`src/rtl/uart_pkg.sv`:
```
// Shared types for the UART transmit-side arbiter: frame config payload,
// its reset value, and the arbiter state encoding.
package uart_pkg;

  localparam int unsigned CFG_BITS_W = 2;
  localparam int unsigned CFG_BAUD_W = 2;
  localparam int unsigned LOCK_CNT_W = 16;

  typedef struct packed {
    logic                  parity;
    logic [CFG_BITS_W-1:0] bits;
    logic [CFG_BAUD_W-1:0] baud;
  } cfg_t;

  localparam cfg_t CFG_RST = '{parity: 1'b0, bits: 2'b11, baud: 2'b00};

  typedef enum logic [1:0] {
    ST_IDLE      = 2'd0,
    ST_LAUNCH    = 2'd1,
    ST_WAIT_DONE = 2'd2,
    ST_HOLD      = 2'd3
  } arb_state_e;

endpackage

```
`src/rtl/uart_tx_arb_rr_pick.sv`:
```
// Combinational round-robin pick: first set bit of req, searching upward
// from index base and wrapping modulo N.
module rr_pick #(
  parameter int unsigned N     = 4,
  parameter int unsigned IDX_W = $clog2(N)
) (
  input  logic [N-1:0]     req,
  input  logic [IDX_W-1:0] base,
  output logic [IDX_W-1:0] idx_c,
  output logic             found_c
);

  logic [IDX_W-1:0] cand;

  always_comb begin
    idx_c   = '0;
    found_c = 1'b0;
    cand    = '0;
    for (int unsigned i = 0; i < N; i++) begin
      cand = IDX_W'((32'(base) + i) % N);
      if (!found_c && req[cand]) begin
        found_c = 1'b1;
        idx_c   = cand;
      end
    end
  end

endmodule

```
`src/rtl/uart_tx_arb.sv`:
```
// Round-robin sequencer sharing one uart_tx among NUM_REQ byte streams,
// with per-packet grant lock, idle-lock timeout and frame-config shadowing.
module uart_tx_arb
  import uart_pkg::*;
#(
  parameter int unsigned NUM_REQ      = 4,
  parameter int unsigned DATA_WIDTH   = 8,
  parameter int unsigned LOCK_TIMEOUT = 65535
) (
  input  logic                          clk,
  input  logic                          rst_n,
  input  logic [NUM_REQ-1:0]            i_req_valid,
  input  logic [NUM_REQ*DATA_WIDTH-1:0] i_req_data,
  input  logic [NUM_REQ-1:0]            i_req_last,
  output logic [NUM_REQ-1:0]            o_req_ready,
  input  logic                          i_cfg_parity,
  input  logic [1:0]                    i_cfg_bits,
  input  logic [1:0]                    i_cfg_baud,
  output logic                          o_tx_en,
  output logic [DATA_WIDTH-1:0]         o_tx_data,
  output logic                          o_cfg_parity,
  output logic [1:0]                    o_cfg_bits,
  output logic [1:0]                    o_cfg_baud,
  input  logic                          i_tx_busy,
  input  logic                          i_tx_done,
  output logic [$clog2(NUM_REQ)-1:0]    o_grant_id,
  output logic                          o_locked,
  output logic                          o_lock_timeout
);

  localparam int unsigned IDX_W = $clog2(NUM_REQ);
  localparam logic [IDX_W-1:0] LAST_IDX = IDX_W'(NUM_REQ - 1);
  localparam logic [LOCK_CNT_W-1:0] CNT_LAST = LOCK_CNT_W'(LOCK_TIMEOUT - 1);

  arb_state_e              state_q, state_d;
  logic [IDX_W-1:0]        grant_q, grant_d;
  logic [DATA_WIDTH-1:0]   data_q, data_d;
  logic [NUM_REQ-1:0]      ready_q, ready_d;
  logic                    tx_en_q, tx_en_d;
  logic                    last_q, last_d;
  logic                    locked_q, locked_d;
  logic                    tmo_q, tmo_d;
  cfg_t                    cfg_q, cfg_d;
  logic [LOCK_CNT_W-1:0]   cnt_q, cnt_d;

  logic [IDX_W-1:0]        base_c;
  logic [IDX_W-1:0]        pick_idx_c;
  logic                    pick_found_c;
  logic [DATA_WIDTH-1:0]   pick_data_c;
  logic [DATA_WIDTH-1:0]   owner_data_c;

  // Rotation resumes just past the current/last owner.
  assign base_c       = (grant_q == LAST_IDX) ? '0 : grant_q + IDX_W'(1);
  assign pick_data_c  = i_req_data[32'(pick_idx_c) * DATA_WIDTH +: DATA_WIDTH];
  assign owner_data_c = i_req_data[32'(grant_q) * DATA_WIDTH +: DATA_WIDTH];

  rr_pick #(
    .N     (NUM_REQ),
    .IDX_W (IDX_W)
  ) u_rr_pick (
    .req     (i_req_valid),
    .base    (base_c),
    .idx_c   (pick_idx_c),
    .found_c (pick_found_c)
  );

  // State register and all registered outputs.
  always_ff @(posedge clk or negedge rst_n) begin
    if (!rst_n) begin
      state_q  <= ST_IDLE;
      grant_q  <= LAST_IDX;
      data_q   <= '0;
      ready_q  <= '0;
      tx_en_q  <= 1'b0;
      last_q   <= 1'b0;
      locked_q <= 1'b0;
      tmo_q    <= 1'b0;
      cfg_q    <= CFG_RST;
      cnt_q    <= '0;
    end else begin
      state_q  <= state_d;
      grant_q  <= grant_d;
      data_q   <= data_d;
      ready_q  <= ready_d;
      tx_en_q  <= tx_en_d;
      last_q   <= last_d;
      locked_q <= locked_d;
      tmo_q    <= tmo_d;
      cfg_q    <= cfg_d;
      cnt_q    <= cnt_d;
    end
  end

  // Next-state and next-output logic.
  always_comb begin
    state_d  = state_q;
    grant_d  = grant_q;
    data_d   = data_q;
    ready_d  = '0;
    tx_en_d  = 1'b0;
    last_d   = last_q;
    locked_d = locked_q;
    tmo_d    = tmo_q;
    cfg_d    = cfg_q;
    cnt_d    = cnt_q;

    unique case (state_q)
      ST_IDLE: begin
        cfg_d = '{parity: i_cfg_parity, bits: i_cfg_bits, baud: i_cfg_baud};
        if (pick_found_c && !i_tx_busy) begin
          ready_d[pick_idx_c] = 1'b1;
          data_d              = pick_data_c;
          last_d              = i_req_last[pick_idx_c];
          grant_d             = pick_idx_c;
          state_d             = ST_LAUNCH;
        end
      end

      ST_LAUNCH: begin
        tx_en_d = 1'b1;
        state_d = ST_WAIT_DONE;
      end

      ST_WAIT_DONE: begin
        if (i_tx_done) begin
          if (last_q) begin
            locked_d = 1'b0;
            state_d  = ST_IDLE;
          end else begin
            locked_d = 1'b1;
            cnt_d    = '0;
            state_d  = ST_HOLD;
          end
        end
      end

      ST_HOLD: begin
        // Timeout takes precedence over a byte arriving in the same cycle.
        if (cnt_q == CNT_LAST) begin
          cnt_d    = cnt_q + LOCK_CNT_W'(1);
          locked_d = 1'b0;
          tmo_d    = 1'b1;
          state_d  = ST_IDLE;
        end else if (i_req_valid[grant_q] && !i_tx_busy) begin
          ready_d[grant_q] = 1'b1;
          data_d           = owner_data_c;
          last_d           = i_req_last[grant_q];
          cnt_d            = '0;
          state_d          = ST_LAUNCH;
        end else begin
          cnt_d = cnt_q + LOCK_CNT_W'(1);
        end
      end

      default: state_d = ST_IDLE;
    endcase
  end

  assign o_req_ready    = ready_q;
  assign o_tx_en        = tx_en_q;
  assign o_tx_data      = data_q;
  assign o_cfg_parity   = cfg_q.parity;
  assign o_cfg_bits     = cfg_q.bits;
  assign o_cfg_baud     = cfg_q.baud;
  assign o_grant_id     = grant_q;
  assign o_locked       = locked_q;
  assign o_lock_timeout = tmo_q;

endmodule

```
`config.mk`:
```
export PLATFORM = sky130hd
export DESIGN_NAME = uart_tx_arb
export DESIGN_NICKNAME = d
export VERILOG_FILES = /design/src/rtl/uart_pkg.sv /design/src/rtl/uart_tx_arb_rr_pick.sv /design/src/rtl/uart_tx_arb.sv
export SDC_FILE = /design/constraint.sdc
export NUM_CORES = 1
export LEC_CHECK = 0
export CAP_MARGIN = 30
export CELL_PAD_IN_SITES_DETAIL_PLACEMENT = 0
export CELL_PAD_IN_SITES_GLOBAL_PLACEMENT = 1
export CORE_MARGIN = 2
export CORE_UTILIZATION = 40
export DETAILED_ROUTE_END_ITERATION = 8
export GPL_ROUTABILITY_DRIVEN = 0
export GPL_TIMING_DRIVEN = 0
export PLACE_DENSITY_LB_ADDON = 0.1
export SETUP_SLACK_MARGIN = 0.5
export SLEW_MARGIN = 15
export SYNTH_ARGS = -nofsm -noshare
export SYNTH_HDL_FRONTEND = slang
export SYNTH_HIERARCHICAL = 1
export SYNTH_SLANG_ARGS = --single-unit
```
`constraint.sdc`:
```
create_clock -name clk -period 7.9 [get_ports clk]
set_clock_uncertainty 0.15 [all_clocks]
set_input_delay 1.58 -clock clk [delete_from_list [all_inputs] [get_ports clk]]
set_output_delay 1.58 -clock clk [all_outputs]
set_load 0.01 [all_outputs]
```
Yosys cells after proc, flatten, opt, wreduce, memory -nomap -nowiden
Index checks and enable logic that the tools add are counted.
{"block": "totals", "register_bits": 41, "out_inout_bits": 22}
{"block": "op_classes", "n_addsub": 5, "n_lt_le_gt_ge": 8, "eq_ne": 12, "shifts": 2, "mux": 55, "n_reduce_logical": 20}
{"cell": "$mux W16", "n": 4}
{"cell": "$shiftx A32 B6 Y8", "n": 2}
{"cell": "$pmux W16 S2", "n": 1}
{"cell": "$mux W8", "n": 3}
{"cell": "$mux W1", "n": 20}
{"cell": "$mux W2", "n": 10}
{"cell": "$lt A2 B3 Y1 const B", "n": 6}
{"cell": "$add A16 B1 Y16 const B", "n": 1}
{"cell": "$eq A16 B16 Y1 const B", "n": 1}
{"cell": "$pmux W8 S2", "n": 1}
{"cell": "$bmux W1 S2", "n": 7}
{"cell": "$mux W4", "n": 3}
{"cell": "$ne A2 B2 Y1 const B", "n": 6}
{"cell": "$reduce_and A3 Y1", "n": 3}
{"cell": "$pmux W2 S4", "n": 1}
{"cell": "$pmux W4 S2", "n": 1}
{"cell": "$logic_and A1 B1 Y1", "n": 7}
{"cell": "$eq A2 B2 Y1 const B", "n": 3}
{"cell": "$add A2 B1 Y2 const B", "n": 2}
{"cell": "$add A2 B2 Y2 const B", "n": 2}
{"cell": "$demux W1 S2", "n": 2}
{"cell": "$ge A2 B1 Y1 const B", "n": 2}
{"cell": "$logic_not A1 Y1", "n": 4}
{"cell": "$pmux W1 S2", "n": 2}
{"cell": "6 further kinds", "n": 8}

Depth between registers and ports, before layout
Gate-level depths: netlist of the first run.
{"block": "logic_depth", "word_depth": 20, "ltp_mapped": 10}

Modules after synthesis
Netlist of the first run, hierarchy kept.
{"mod": "uart_tx_arb", "instances": 1, "cells_each": 225, "area_each_um2": 2452.4, "seq_area_each_um2": 1031.0}
{"mod": "rr_pick", "instances": 1, "cells_each": 15, "area_each_um2": 77.6, "seq_area_each_um2": 0.0}

Least setup slack after synthesis of the first run
OpenSTA, ideal clock, no wires.
{"block": "synth_timing", "kind": "input port to flip-flop", "from": "input port i_req_valid[2]", "to": "register data_q[1] (netlist: o_tx_data[1])", "setup_ps": 125, "arrival_time_ps": 3402, "slack_ps": 4223, "stages": 7, "path_cell_list": "inv_1 o221ai_1 a21oi_1 clkbuf_1 mux2i_2 mux4_1 mux2_2"}
{"block": "synth_via", "elab_chain_cells": 15, "elab_cells_between_ends": 32, "cone_classes": "2 x eq/ne; 1 x shift; 20 x mux; 9 x reduce/logical"}
{"element": "start, declared", "line": "uart_tx_arb.sv:12", "rtl": "input logic [NUM_REQ-1:0] i_req_valid,"}
{"element": "$bmux W1 S2", "line": "uart_tx_arb_rr_pick.sv:21", "rtl": "if (!found_c && req[cand]) begin"}
{"element": "$mux W1 (not written as such)", "line": "uart_tx_arb_rr_pick.sv:21"}
{"element": "$mux W1", "line": "uart_tx_arb_rr_pick.sv:21"}
{"element": "$logic_not A1 Y1", "line": "uart_tx_arb_rr_pick.sv:21"}
{"element": "$logic_and A1 B1 Y1", "line": "uart_tx_arb_rr_pick.sv:21"}
{"element": "$mux W1", "line": "uart_tx_arb_rr_pick.sv:21"}
{"element": "$logic_not A1 Y1", "line": "uart_tx_arb_rr_pick.sv:21"}
{"element": "$logic_and A1 B1 Y1", "line": "uart_tx_arb_rr_pick.sv:21"}
{"element": "$mux W1", "line": "uart_tx_arb_rr_pick.sv:21"}
{"element": "$logic_not A1 Y1", "line": "uart_tx_arb_rr_pick.sv:21"}
{"element": "$logic_and A1 B1 Y1", "line": "uart_tx_arb_rr_pick.sv:21"}
{"element": "$mux W2 *", "line": "uart_tx_arb_rr_pick.sv:21"}
{"element": "net pick_idx_c[0]", "line": "uart_tx_arb.sv:47", "rtl": "logic [IDX_W-1:0] pick_idx_c;"}
{"element": "$shiftx A32 B6 Y8 *", "line": "uart_tx_arb.sv:54", "rtl": "assign pick_data_c = i_req_data[32'(pick_idx_c) * DATA_WIDTH +: DATA_WIDTH];"}
{"element": "$mux W8 *", "line": "uart_tx_arb.sv:110", "rtl": "if (pick_found_c && !i_tx_busy) begin"}
{"element": "$pmux W8 S2 *", "line": "uart_tx_arb.sv:107", "rtl": "unique case (state_q)"}
{"element": "end signal, assigned", "line": "uart_tx_arb.sv:83", "rtl": "data_q <= data_d;"}
{"element": "end, declared", "line": "uart_tx_arb.sv:37", "rtl": "logic [DATA_WIDTH-1:0] data_q, data_d;"}
The timed path passes the listed nets; every way through them passes the cells marked *. The select of a mux whose other input is x is not followed.
A chain may end at the register's enable or synchronous reset.

Final worst setup path of the first run
{"block": "layout_timing", "from": "input port i_req_valid[0]", "to": "register data_q[2] (netlist: o_tx_data[2])"}
The elaborated chain is that of the path after synthesis.

==> impl_results.md, run 1 <==
- Synth cell count leaders: dfrtp_1, nand2_1, o21ai_0
- Clock transition at the registers of the reported paths: 0.08 ns
- Share of the synthesized area in the top cell type: 36.6%
- TNS Setup: 0 ns
- Die area: 6980 um2
- I/O Buffers: 70
- CTS root buffer: clkbuf_8
- Static leakage: 0.00145 uW
- Synth Area in Compound Gates: 13.9%
- CTS Sinks: 41
- NumNets Final: 377
- Critical Path RT: 7.94 ns
- Gr usage total: 17.1%
- Post-CTS Resized: 0
- Final setup margin: 3.75 ns
- Final worst-path cycle share: 52.5%
- Mux share of post-synthesis cell area: 19.3%
- Cell taking the most area after synthesis: dfrtp_1
- Tmin final: 4.15 ns
- Vias in the first global route: 2050
- F_max: 241 MHz
- Critical setup path kind: in -> reg
- Synth warn: 6
- Slew Limit Headroom: 51.7%
- Critical path data arrival time: 4.18 ns
- CP Capture Type: flop
- Slew Viols, Final: 0
- DRC: 0
- Status: finished clean
- DR WL/cell: 14.2 um
- Distinct cells, synth: 49
- Cells after Synth: 240
- Min-Delay Path Class: reg -> reg
- Die span in y: 83.5 um
- Placed wire-length estimate: 4.22 mm
- Maximum vdd drop: 0.000169 V
- Max Cap Viol: 0
- CTS buffer count: 5
- Critical Path Max Stage Delay: 0.64 ns
- Routed met3 length: 458 um
- Top layer in use: met4
- Worst Max-Slew Pin Slew: 0.704 ns
- Area Overhead vs Synth: 36.7%
- Initial antenna violation count: 0
- Setup bufs post-CTS: 0
- Post-Synth Simple-Gate Area: 16.2%
- Routed length on met1: 2.72 mm
- Largest family of logic cells by synthesized area: multiplexers
- Met2 WL: 2.33 mm
- Ant. Diodes: 0
- Critical Path Source Type: input port
- Post-Syn Area: 2530 um2
- Row count: 28
- Core Region: 6030 um2
- IO Count: 71
- Vias: 2107
- Initial DRC count: 70
- Worst-path fanout max: 8
- Xor/xnor cell area share of the yosys netlist: 0%
- Starting Density: 42.0%
- Ranking of synthesized cells by area: dfrtp_1, mux2_2, mux4_2
- Max clock buf depth: 2
- Synth Area in Adders: 4.95%
- RSZ-0062 raised after global routing: no
- H-tree levels: 2
- Clk_lat worst skew: 0.29 ns
- DRT Wirelength: 5.58 mm
- Top-count cell post-synth: dfrtp_1
- Global-route wire length before repair: 9.83 mm
- Syn Area/Cell: 10.5 um2
- Power Density: 320 nW/um2
- Final setup vio count: 0
- Asr flop ratio synth: 100%
- Number of routed nets with antenna violations: 0
- Largest net degree at the start of global routing: 33
- Die Span X: 83.5 um
- Vias per cell: 5.35
- Final Hold Vio Count: 0
- CTS tree: done
- Post-synth EDFFs: 0
- Synthesized net count: 299
- Crit-path slowest cell: mux4_1
- #FFs+latches synth: 41
- Ys flop type: dfrtp_1
- CTS hold repair buffers: 0
- Gr ovfl total: 0
- Cell Chain, Critical Path: clkdlybuf4s50_1 > inv_1 > o221ai_1 > a21oi_1 > clkbuf_1 > mux2i_2 > mux4_1 > mux2_2
- Share of cells above drive strength 1: 16.6%
- Worst hold slack: 0.325 ns
- Initial DRT Pass Iterations: 4
- Sequential share of the synthesized area: 40.8%
- Dpl ws: 3.41 ns
registers in the layout, summed over array words and instances (netlist names):
register / count
o_grant_id: 2
o_lock_timeout: 1
last_q: 1
o_cfg_parity: 1
o_locked: 1
o_cfg_baud: 2
state_q: 2
o_req_ready: 4
cnt_q: 16
o_tx_en: 1
o_tx_data: 8
o_cfg_bits: 2
per-stage QoR:
stage | cells | instance area (um2) | total power [uW] | util [%]
after global placement | 385 | 3320 | 931 | 55.2
after detailed placement | 386 | 3340 | 940 | 55.4
after CTS | 394 | 3460 | 1120 | 57.4
after global routing | 394 | 3460 | 1190 | 57.4
after floorplan | 240 | 2530 | 731 | -
final | 394 | 3460 | 1110 | 57.4
final cells by class:
type,count,area (um2)
Buffer,9,71.3
Clock buffer,6,82.6
Clock inverter,2,37.5
Fill cell,546,2570
Inverter,14,52.6
Multi-Input combinational cell,176,1380
Sequential cell,41,1030
Tap cell,75,93.8
Timing Repair Buffer,71,716
critical path: cells and delay by family:
family,cells,cell delay (ns)
compound gates,2,0.25
buf+inv,3,0.84
mux,3,1.52
layer usage:
| metal | GRT usage (%) | vias to the layer above |
|---|---|---|
| met5 | 0 | - |
| met4 | 4.84 | 0 |
| met3 | 5.74 | 10 |
| met2 | 25.2 | 72 |
| met1 | 23.9 | 988 |
| li1 | - | 1037 |
layout by cell type, fill, tap and decap left out, drive strengths merged, types with 2 or more instances in the layout:
master / synthesis / layout
or3: 4 / 4
inv: 14 / 14
o21ai: 21 / 21
ha: 10 / 10
a21oi: 16 / 16
or4: 2 / 2
mux2i: 8 / 8
dfstp: 4 / 4
mux2: 15 / 15
buf: 4 / 6
nand3: 5 / 5
nor2b: 3 / 3
a21o: 3 / 3
clkdlybuf4s50: 0 / 69
nand2b: 4 / 4
nand4: 6 / 6
nand2: 21 / 21
clkbuf: 5 / 11
nor3: 8 / 8
a22o: 4 / 4
a22oi: 2 / 2
o31ai: 3 / 3
nor2: 18 / 18
dfrtp: 37 / 37
mux4: 10 / 10
cells by family after synthesis:
kind of cell / Yosys count
compound gates: 56
fa+ha+maj: 10
buf+inv: 23
flops: 41
simple gates: 77
mux: 33
path summary, 6_finish.rpt:
| kind | startpoint | slack (ns) | end | cells past startpoint |
|---|---|---|---|---|
| setup / recovery | i_req_valid[0] | 3.75 | o_tx_data[2] | 8 |
| hold / removal | o_lock_timeout | 0.33 | o_lock_timeout | 1 |
| setup reg to reg | o_grant_id[0] | 4.49 | o_tx_data[2] | 9 |
| hold reg to reg | o_lock_timeout | 0.33 | o_lock_timeout | 1 |
| max in group asynchronous | rst_n | 6.09 | o_grant_id[0] | 2 |
| min in group asynchronous | rst_n | 0.99 | o_cfg_baud[1] | 1 |
report_power, final:
| part | switching [uW] | total, uW | internal (uW) | leakage [uW] |
|---|---|---|---|---|
| Clock | 73.4 | 176 | 103 | 0.0000574 |
| Combinational | 273 | 597 | 324 | 0.000873 |
| Sequential | 51.0 | 333 | 282 | 0.000523 |
| Total | 397 | 1110 | 709 | 0.00145 |
(Power assumes the default switching activity.)
==> run 2: changes to the inputs <==
--- a/config.mk
+++ b/config.mk
@@ -9,7 +9,7 @@
 export CELL_PAD_IN_SITES_DETAIL_PLACEMENT = 0
 export CELL_PAD_IN_SITES_GLOBAL_PLACEMENT = 1
 export CORE_MARGIN = 2
-export CORE_UTILIZATION = 40
+export CORE_UTILIZATION = 37
 export DETAILED_ROUTE_END_ITERATION = 8
 export GPL_ROUTABILITY_DRIVEN = 0
 export GPL_TIMING_DRIVEN = 0
==> constraint.sdc (replaced) <==
create_clock -name clk -period 4.2 [get_ports clk]
set_clock_uncertainty 0.15 [all_clocks]
set_input_delay 0.84 -clock clk [delete_from_list [all_inputs] [get_ports clk]]
set_output_delay 0.84 -clock clk [all_outputs]
set_load 0.01 [all_outputs]
==> run 2 against run 1 <==
  * Worst setup slack lost 3.0 ns
  * Largest cell class unchanged
  * First-iteration DRC count shrank 11%
  * Clock-buffer cell count is the same
  * Combinational power grew 91%
  * Critical endpoint unchanged
  * Flip-flop and latch count is the same
  * Sequential power grew 87%
  * Utilization shrank 5.8 points
  * Register-to-register slack lost 3.7 ns
  * Via count shrank 0.43%
  * Cell area grew 0.18%
  * Largest power group unchanged
  * Global-route usage shrank 0.42 points
  * Hold slack lost 0.054 ns
==> impl_results.md, run 2 (synthesis results as in run 1) <==
- Status: finished clean
- Setup bufs post-CTS: 0 (unchanged)
- Dpl cells: 391 (+1.3%)
- Initial DRT Pass Iterations: 4 (unchanged)
- Vias per cell: 5.26 (-1.7%)
- CP Capture Type: flop
- Fin cells: 399 (+1.3%)
- IO Count: 71 (unchanged)
- Max clock buf depth: 2 (unchanged)
- NumNets Final: 377 (unchanged)
- Die Span X: 86.7 um (+3.8%)
- Biggest register: cnt_q
- Critical Path Source Type: input port
- Min-Delay Path Class: in -> async
- Vias in the first global route: 2096 (+2.2%)
- Number of routed nets with antenna violations: 0 (unchanged)
- Clk_lat worst skew: 0.29 ns (about the same)
- Critical path data arrival time: 3.49 ns (-0.69 ns)
- H-tree levels: 2 (unchanged)
- CTS Sinks: 41 (unchanged)
- TNS Setup: 0 ns (unchanged)
- Fillers: 648 (+19%)
- Final Hold Vio Count: 0 (unchanged)
- Share of cells above drive strength 1: 16.6% (unchanged)
- CTS hold repair buffers: 0 (unchanged)
- Placed wire-length estimate: 4.45 mm (+5.3%)
- DR WL/cell: 14.5 um (+2.1%)
- Clock transition at the registers of the reported paths: 0.08 ns (about the same)
- CTS buffer count: 5 (unchanged)
- Maximum vdd drop: 0.000223 V (+32%)
- Largest register FFs: 16 (unchanged)
- Final worst-path cycle share: 82.1%
- Slew Viols, Final: 0 (unchanged)
- Gr usage total: 16.7% (-0.42 points)
- Commonest non-fill, non-tap cell in the layout: clkdlybuf4s50_1
- CTS root buffer: clkbuf_8
- Initial DRC count: 62 (-11%)
- Vias: 2098 (-0.43%)
- Critical Path RT: 4.24 ns (-3.70 ns)
- I/O Buffers: 70 (unchanged)
- Slew Limit Headroom: 48.0% (-3.7 points)
- DRT Wirelength: 5.77 mm (+3.4%)
- Gr ovfl total: 0 (unchanged)
- DRC: 0 (unchanged)
- Final core utilization: 51.6% (-5.8 points)
- Worst-path fanout max: 8 (unchanged)
- Sequential cell area: 1030 um2 (unchanged)
- Ant. Diodes: 0 (unchanged)
- Global-route wire length before repair: 9.87 mm (+0.36%)
- Final setup margin: 0.753 ns (-3.00 ns)
- F_max: 290 MHz
- Dpl ws: 0.415 ns (-2.99 ns)
- Die area: 7520 um2 (+7.7%)
- Die span in y: 86.7 um (+3.8%)
- Core Region: 6720 um2 (+12%)
- Tmin final: 3.45 ns
- Critical setup path kind: in -> reg
- CTS tree: done
- Static leakage: 0.00145 uW (unchanged)
- Multi-input combinational cell area: 1380 um2 (unchanged)
- Starting Density: 37.7% (-4.3 points)
- Largest net degree at the start of global routing: 31 (-6.1%)
- Max Cap Viol: 0 (unchanged)
- Final setup vio count: 0 (unchanged)
- Row count: 30 (+7.1%)
- RSZ-0062 raised after global routing: no
- Post-CTS Resized: 0 (unchanged)
- Area Overhead vs Synth: 37.0%
- Initial antenna violation count: 0 (unchanged)
- Power Density: 605 nW/um2 (+89%)
- Worst Max-Slew Pin Slew: 0.758 ns (+0.0542 ns)
- Commonest non-fill, non-tap cells in the layout: clkdlybuf4s50_1, dfrtp_1, nand2_1, o21ai_0, nor2_1
[run 2: worst max-delay path, stage by stage]
cell	delay, ns
clkdlybuf4s50_1	0.55
inv_1	0.08
o221ai_1	0.17
a21oi_1	0.09
clkbuf_1	0.21
mux2i_2	0.62
mux4_1	0.65
mux2_2	0.27
[run 2: per-stage QoR]
stage          total power [uW]  hold WS (ns)  instance area, um2
3_3_place_gp               1770         0.293                3330
3_5_place_dp               1790         0.297                3350
2_1_floorplan              1380         0.343                2530
6_report                   2100         0.271                3470
5_1_grt                    2270         0.282                3470
4_1_cts                    2130         0.275                3470
[run 2: per-layer routing]
metal | GRT usage, % | wire (um) | vias to the layer above
li1 | - | - | 1041
met1 | 22.4 | 2690 | 969
met2 | 25.6 | 2430 | 82
met3 | 6.57 | 592 | 6
met4 | 3.41 | 53 | 0
met5 | 0 | 0 | -
[run 2: worst paths after layout]
path,slack [ns],to,cells past startpoint,start
max,0.75,o_tx_data[2],8,i_req_valid[0]
min,0.27,o_cfg_parity,1,rst_n
max reg2reg,0.77,o_tx_data[2],9,o_grant_id[0]
min reg2reg,0.32,o_lock_timeout,1,o_lock_timeout
max in group asynchronous,3.11,o_cfg_bits[0],2,rst_n
min in group clk,0.32,o_lock_timeout,1,o_lock_timeout
[run 2: power breakdown]
part	internal [uW]	total, uW	switching [uW]
clock	193	336	143
combinational	611	1140	525
sequential	531	624	93.4
[run 2: area by class of cell]
class                   count  share of cell area, %
multi-input cells         176                   39.7
flip-flops and latches     41                   29.7
repair buffers             71                   20.6
well taps                  80                   2.89
clock buffers               6                   2.38
plain buffers               9                   2.06
inverters                  14                   1.52
clock inverters             2                   1.08
